## src/rtl/counter_sweep_pkg.sv

```systemverilog
// Shared types and constants for the counter sweep sequencer.
package counter_sweep_pkg;

    typedef enum logic [2:0] {
        IDLE,
        LOAD,
        UP,
        DOWN,
        DONE
    } state_t;

    localparam logic MODE_ONESHOT  = 1'b0;
    localparam logic MODE_PINGPONG = 1'b1;

    localparam logic DIR_UP   = 1'b1;
    localparam logic DIR_DOWN = 1'b0;

endpackage

```

## src/rtl/sweep_tick_gen.sv

```systemverilog
// Step-rate prescaler: counts 0..rate and asserts tick on the terminal value.
module sweep_tick_gen #(
    parameter int RATE_W = 8
) (
    input  logic              clk,
    input  logic              reset,
    input  logic              clear,
    input  logic [RATE_W-1:0] rate,
    output logic              tick
);

    logic [RATE_W-1:0] pre;

    assign tick = (pre == rate);

    always_ff @(posedge clk or negedge reset) begin
        if (!reset) begin
            pre <= '0;
        end else if (clear || tick) begin
            pre <= '0;
        end else begin
            pre <= pre + 1'b1;
        end
    end

endmodule

```

## src/rtl/counter_sweep_ctrl.sv

```systemverilog
// Sequencer that loads an up/down counter and sweeps it between lo and hi.
module counter_sweep_ctrl
    import counter_sweep_pkg::*;
#(
    parameter int WIDTH  = 4,
    parameter int RATE_W = 8,
    parameter int PASS_W = 4
) (
    input  logic              clk,
    input  logic              reset,
    input  logic              start,
    input  logic              abort,
    input  logic [WIDTH-1:0]  lo,
    input  logic [WIDTH-1:0]  hi,
    input  logic              mode,
    input  logic [PASS_W-1:0] passes,
    input  logic [RATE_W-1:0] rate,
    input  logic [WIDTH-1:0]  count_in,
    output logic              cnt_enable,
    output logic              cnt_set,
    output logic [WIDTH-1:0]  cnt_set_value,
    output logic              cnt_up_down,
    output logic              busy,
    output logic              done,
    output logic              err
);

    state_t            state;
    state_t            state_next;

    logic [WIDTH-1:0]  lo_q;
    logic [WIDTH-1:0]  hi_q;
    logic              mode_q;
    logic [PASS_W-1:0] passes_q;
    logic [RATE_W-1:0] rate_q;
    logic [PASS_W-1:0] pass_cnt;
    logic [PASS_W-1:0] pass_nxt;

    logic              tick;
    logic              at_hi;
    logic              at_lo;
    logic              latch;
    logic              reject;
    logic              pass_inc;
    logic              pass_clr;

    assign at_hi    = (count_in == hi_q);
    assign at_lo    = (count_in == lo_q);
    assign pass_nxt = pass_cnt + 1'b1;

    // Prescaler restarts whenever the state is about to change.
    sweep_tick_gen #(
        .RATE_W (RATE_W)
    ) u_tick_gen (
        .clk   (clk),
        .reset (reset),
        .clear (state_next != state),
        .rate  (rate_q),
        .tick  (tick)
    );

    always_comb begin
        state_next    = state;
        cnt_enable    = 1'b0;
        cnt_set       = 1'b0;
        cnt_set_value = '0;
        cnt_up_down   = DIR_DOWN;
        latch         = 1'b0;
        reject        = 1'b0;
        pass_inc      = 1'b0;
        pass_clr      = 1'b0;

        case (state)
            IDLE: begin
                if (start) begin
                    latch = 1'b1;
                    if (lo > hi) begin
                        reject = 1'b1;
                    end else begin
                        pass_clr   = 1'b1;
                        state_next = LOAD;
                    end
                end
            end
            LOAD: begin
                cnt_set_value = lo_q;
                if (abort) begin
                    state_next = IDLE;
                end else begin
                    cnt_set    = 1'b1;
                    state_next = UP;
                end
            end
            UP: begin
                cnt_up_down = DIR_UP;
                if (abort) begin
                    state_next = IDLE;
                end else begin
                    // Enable is masked at the limit so the counter never overshoots.
                    cnt_enable = tick & ~at_hi;
                    if (at_hi) begin
                        state_next = (mode_q == MODE_PINGPONG) ? DOWN : DONE;
                    end
                end
            end
            DOWN: begin
                cnt_up_down = DIR_DOWN;
                if (abort) begin
                    state_next = IDLE;
                end else begin
                    cnt_enable = tick & ~at_lo;
                    if (at_lo) begin
                        pass_inc = 1'b1;
                        if ((passes_q != '0) && (pass_nxt == passes_q)) begin
                            state_next = DONE;
                        end else begin
                            state_next = UP;
                        end
                    end
                end
            end
            DONE: begin
                state_next = IDLE;
            end
            default: begin
                state_next = IDLE;
            end
        endcase
    end

    assign busy = (state == LOAD) || (state == UP) || (state == DOWN);
    assign done = (state == DONE);

    always_ff @(posedge clk or negedge reset) begin
        if (!reset) begin
            state    <= IDLE;
            lo_q     <= '0;
            hi_q     <= '0;
            mode_q   <= 1'b0;
            passes_q <= '0;
            rate_q   <= '0;
            pass_cnt <= '0;
            err      <= 1'b0;
        end else begin
            state <= state_next;
            err   <= reject;
            if (latch) begin
                lo_q     <= lo;
                hi_q     <= hi;
                mode_q   <= mode;
                passes_q <= passes;
                rate_q   <= rate;
            end
            // Saturate so an endless ping-pong never wraps the pass count.
            if (pass_clr) begin
                pass_cnt <= '0;
            end else if (pass_inc && (pass_cnt != '1)) begin
                pass_cnt <= pass_nxt;
            end
        end
    end

endmodule

```

## config.mk

```make
export PLATFORM = sky130hd
export DESIGN_NAME = counter_sweep_ctrl
export DESIGN_NICKNAME = d
export VERILOG_FILES = /design/src/rtl/counter_sweep_pkg.sv /design/src/rtl/sweep_tick_gen.sv /design/src/rtl/counter_sweep_ctrl.sv
export SDC_FILE = /design/constraint.sdc
export NUM_CORES = 1
export LEC_CHECK = 0
export CAP_MARGIN = 20
export CORE_AREA = 5 5 70 72
export CTS_CLUSTER_DIAMETER = 150
export CTS_CLUSTER_SIZE = 16
export DETAILED_ROUTE_END_ITERATION = 6
export DIE_AREA = 0 0 75 77
export PLACE_DENSITY = 0.76
export SETUP_SLACK_MARGIN = 0.05
export SYNTH_ARGS = -nofsm -noshare
export SYNTH_HDL_FRONTEND = slang
export SYNTH_HIERARCHICAL = 1
export SYNTH_SLANG_ARGS = --single-unit
```

## constraint.sdc

```tcl
create_clock -name clk -period 2.55 [get_ports clk]
set_input_delay 0.255 -clock clk [delete_from_list [all_inputs] [get_ports clk]]
set_output_delay 0.255 -clock clk [all_outputs]
set_load 0.01 [all_outputs]
```

==> impl_metrics.py <==
metrics = {
    "run_status": {
        "outcome": "completed",
    },
    "critical_path": {
        "crit_path_max_fanout": 10,
        "worst_ep_required_time_ns": 2.30,
        "worstPathArrival_ns": 2.00,
        "rrSetupSlack_ns": 0.44,
        "critical_path.cell_chain": "nor3b_1 -> buf_4 -> nor2b_1 -> clkdlybuf4s50_1",
        "critPathKind": "flop to output pin",
        "end_kind": "output pin",
        "startpoint_type": "flop",
        "critPathMaxStageDelay_ns": 0.55,
        "crit_slowest_cell": "clkdlybuf4s50_1",
    },
    "cells_and_area": {
        "fin_cells": 288,
        "fin_area_um2": 2700,
        "fillers": 339,
        "diodes": 0,
        "final_nets": 270,
        "drive_gt1_share_pct": 21.6,
        "area_growth_pct": 26.9,
    },
    "power_and_ir_drop": {
        "power_density_nw_per_um2": 866,
        "p_sw_uw": 847,
        "power_frac_seq_pct": 41.9,
        "p_int_mw": 1.49,
        "swShare_pct": 36.2,
        "clkPwrFrac_pct": 17.3,
        "combPwrFrac_pct": 40.8,
        "peakVddDrop_mv": 0.502,
        "p_leak_nw": 1.13,
    },
    "routing": {
        "dr_wl_met3_um": 203,
        "highest_layer": "met4",
        "ant_nets": 0,
        "post_drt_wl_per_cell_um": 14.3,
        "drcViolationCount": 0,
        "dr_wl_met2_mm": 1.92,
        "vias": 1544,
        "drt_iter0_drc": 61,
        "wirelength_mm": 4.11,
        "drt_first_pass_iters": 4,
        "wl_met1_mm": 1.93,
        "drt-vias-per-instance": 5.36,
    },
    "die": {
        "core_area_um2": 4230,
        "die_h_um": 77,
        "pin_count": 39,
        "dieArea_um2": 5780,
        "die_w_um": 75,
        "start_util_pct": 50.3,
        "rows": 24,
    },
    "timing": {
        "whs_ns": 0.379,
        "rsz0062_at_grt": "false",
        "fmax_ghz": 0.444,
        "slew_headroom_pct": 68.7,
        "skew_ns": 0.00438,
        "setup_tns_ns": 0,
        "finalMaxSlewViolations": 0,
        "setup_viol": 0,
        "tightestPinTransition_ns": 0.469,
        "hold_violations": 0,
        "fin_ws_ns": 0.297,
        "post-route-min-period_ns": 2.25,
        "finalCritPeriodShare_pct": 88.3,
    },
    "placed_design": {
        "gp_congestion": 0.779,
        "dpl.cell_count": 280,
        "portBuffers": 38,
        "dpl.hpwl_mm": 3.16,
        "dp_slack_ns": 0.0609,
        "post_dp_cell_area_um2": 2620,
    },
    "global_routing": {
        "track_usage_pct": 16.1,
        "antenna_found_initial": 0,
        "grt_max_degree": 38,
        "grt_pass1_vias": 1578,
        "grt_overflow": 0,
        "grt_pass1_wl_mm": 7.22,
    },
    "hold_path": {
        "hold_class": "input port to asynchronous set/reset pin",
    },
    "logic_synthesis": {
        "ys_types": 45,
        "ys_warn_count": 6,
        "avgSynthCellArea_um2": 11.4,
        "async_flop_share_pct": 100,
        "ys_seq_area_share_pct": 43.5,
        "syn_area_um2": 2130,
        "ys.flop_type": "dfrtp_1",
        "synth_seq_cells": 37,
        "synthCells": 187,
        "synth_fp_nets": 222,
        "synth_edf_count": 0,
    },
    "flow_run": {
        "drv_cap": 0,
    },
    "cts": {
        "cts_tree": "yes",
        "h-tree-depth": 2,
        "post_cts_resized": 2,
        "path_clk_slew_ns": 0.07,
        "postCtsHoldBufs": 0,
        "clock_path_buffers": 2,
        "postCtsSetupRepairBufs": 0,
        "cts.sinks": 37,
        "clk_latency_ns": 0.29,
        "cts_buffers": 5,
        "root_buffer": "clkbuf_8",
    },
}
[critical path: cells and delay by family (launching register included)]
kind / cells / cell delay (ns)
flip-flops: 1 / 0.54
buffers and inverters: 2 / 0.72
AND/OR/NAND/NOR: 2 / 0.44
[stage by stage]
step	util (%)	power [mW]
finish	63.8	2.34
global route	63.8	2.51
CTS	63.8	2.37
detailed placement	61.8	1.96
global placement	61.8	1.94
floorplan	-	1.64
[worst paths after layout]
| check | depth (start not counted) | end | start |
|---|---|---|---|
| max | 4 | cnt_set | state[0] |
| min | 2 | lo_q[3] | reset |
| max reg2reg | 7 | u_tick_gen/pre[6] | pass_cnt[0] |
| min reg2reg | 1 | rate_q[4] | rate_q[4] |
| max in group asynchronous | 2 | u_tick_gen/pre[3] | reset |
| min in group clk | 1 | rate_q[4] | rate_q[4] |
[layer usage]
metal	track usage [%]	up-vias
met5	0	-
met4	4.80	0
met3	4.71	6
met2	23.6	29
met1	22.8	743
li1	-	766
[cell usage after synthesis (all sizes together), types with 3 or more instances]
| master | instances | area, µm² |
|---|---|---|
| or3 | 3 | 18.8 |
| a211oi | 8 | 60.1 |
| nor3 | 3 | 15.0 |
| mux2 | 20 | 225 |
| xnor2 | 5 | 43.8 |
| xor2 | 21 | 191 |
| inv | 9 | 33.8 |
| nor4 | 4 | 70.1 |
| nand3 | 7 | 40.0 |
| buf | 6 | 35.0 |
| nand4 | 3 | 18.8 |
| nor2 | 12 | 45.0 |
| ha | 6 | 75.1 |
| a221oi | 3 | 32.5 |
| nand2 | 4 | 15.0 |
| dfrtp | 37 | 926 |
| o21ai | 8 | 43.8 |
| and2 | 7 | 45.1 |
[area by class of cell]
class | instances | area (µm²) | area share, %
inverters | 9 | 33.8 | 1.25
flip-flops and latches | 37 | 927 | 34.3
well taps | 52 | 65.1 | 2.41
clock inverters | 3 | 17.5 | 0.648
clock buffers | 5 | 68.8 | 2.55
multi-input cells | 135 | 1140 | 42.3
repair buffers | 47 | 447 | 16.5
[flip-flops by register name, summed over array words and instances (netlist names)]
name	flops
rate_q	8
u_tick_gen/pre	8
hi_q	4
mode_q	1
lo_q	4
err	1
pass_cnt	4
state	3
passes_q	4
[cells in the final DEF, fill, tap and decap left out, types with 3 or more instances in the layout]
cell type	instances
nand4_1	3
and2_1	6
or3_1	3
a211oi_1	8
xnor2_1	5
nor2_1	12
buf_4	9
clkbuf_8	5
xor2_1	20
clkdlybuf4s50_1	37
nor4_4	3
nor3_1	3
ha_1	6
inv_1	9
nand3_1	6
mux2_2	19
dfrtp_1	36
o21ai_0	7
nand2_1	4
[power groups by stage]
stage               clock (mW)  combinational [mW]  sequential, mW
detailed placement           0               0.965           0.994
global route             0.444                1.05            1.01
CTS                      0.420               0.970           0.983
global placement             0               0.948           0.991
floorplan                    0               0.711           0.933
finish                   0.404               0.955           0.980
[cells by family (layout without fill, tap and decap cells)]
family | Yosys count | in the layout | share of synthesized area [%]
AOI/OAI and AO/OA | 28 | 28 | 10.9
xor gates and xnor gates | 26 | 26 | 11.0
adders and majority gates | 6 | 6 | 3.53
buffers and inverters | 15 | 64 | 3.23
DFF | 37 | 37 | 43.5
muxes | 21 | 21 | 11.0
and+or+nand+nor | 54 | 54 | 16.8
No activity file was read; power rests on OpenSTA's default activity.
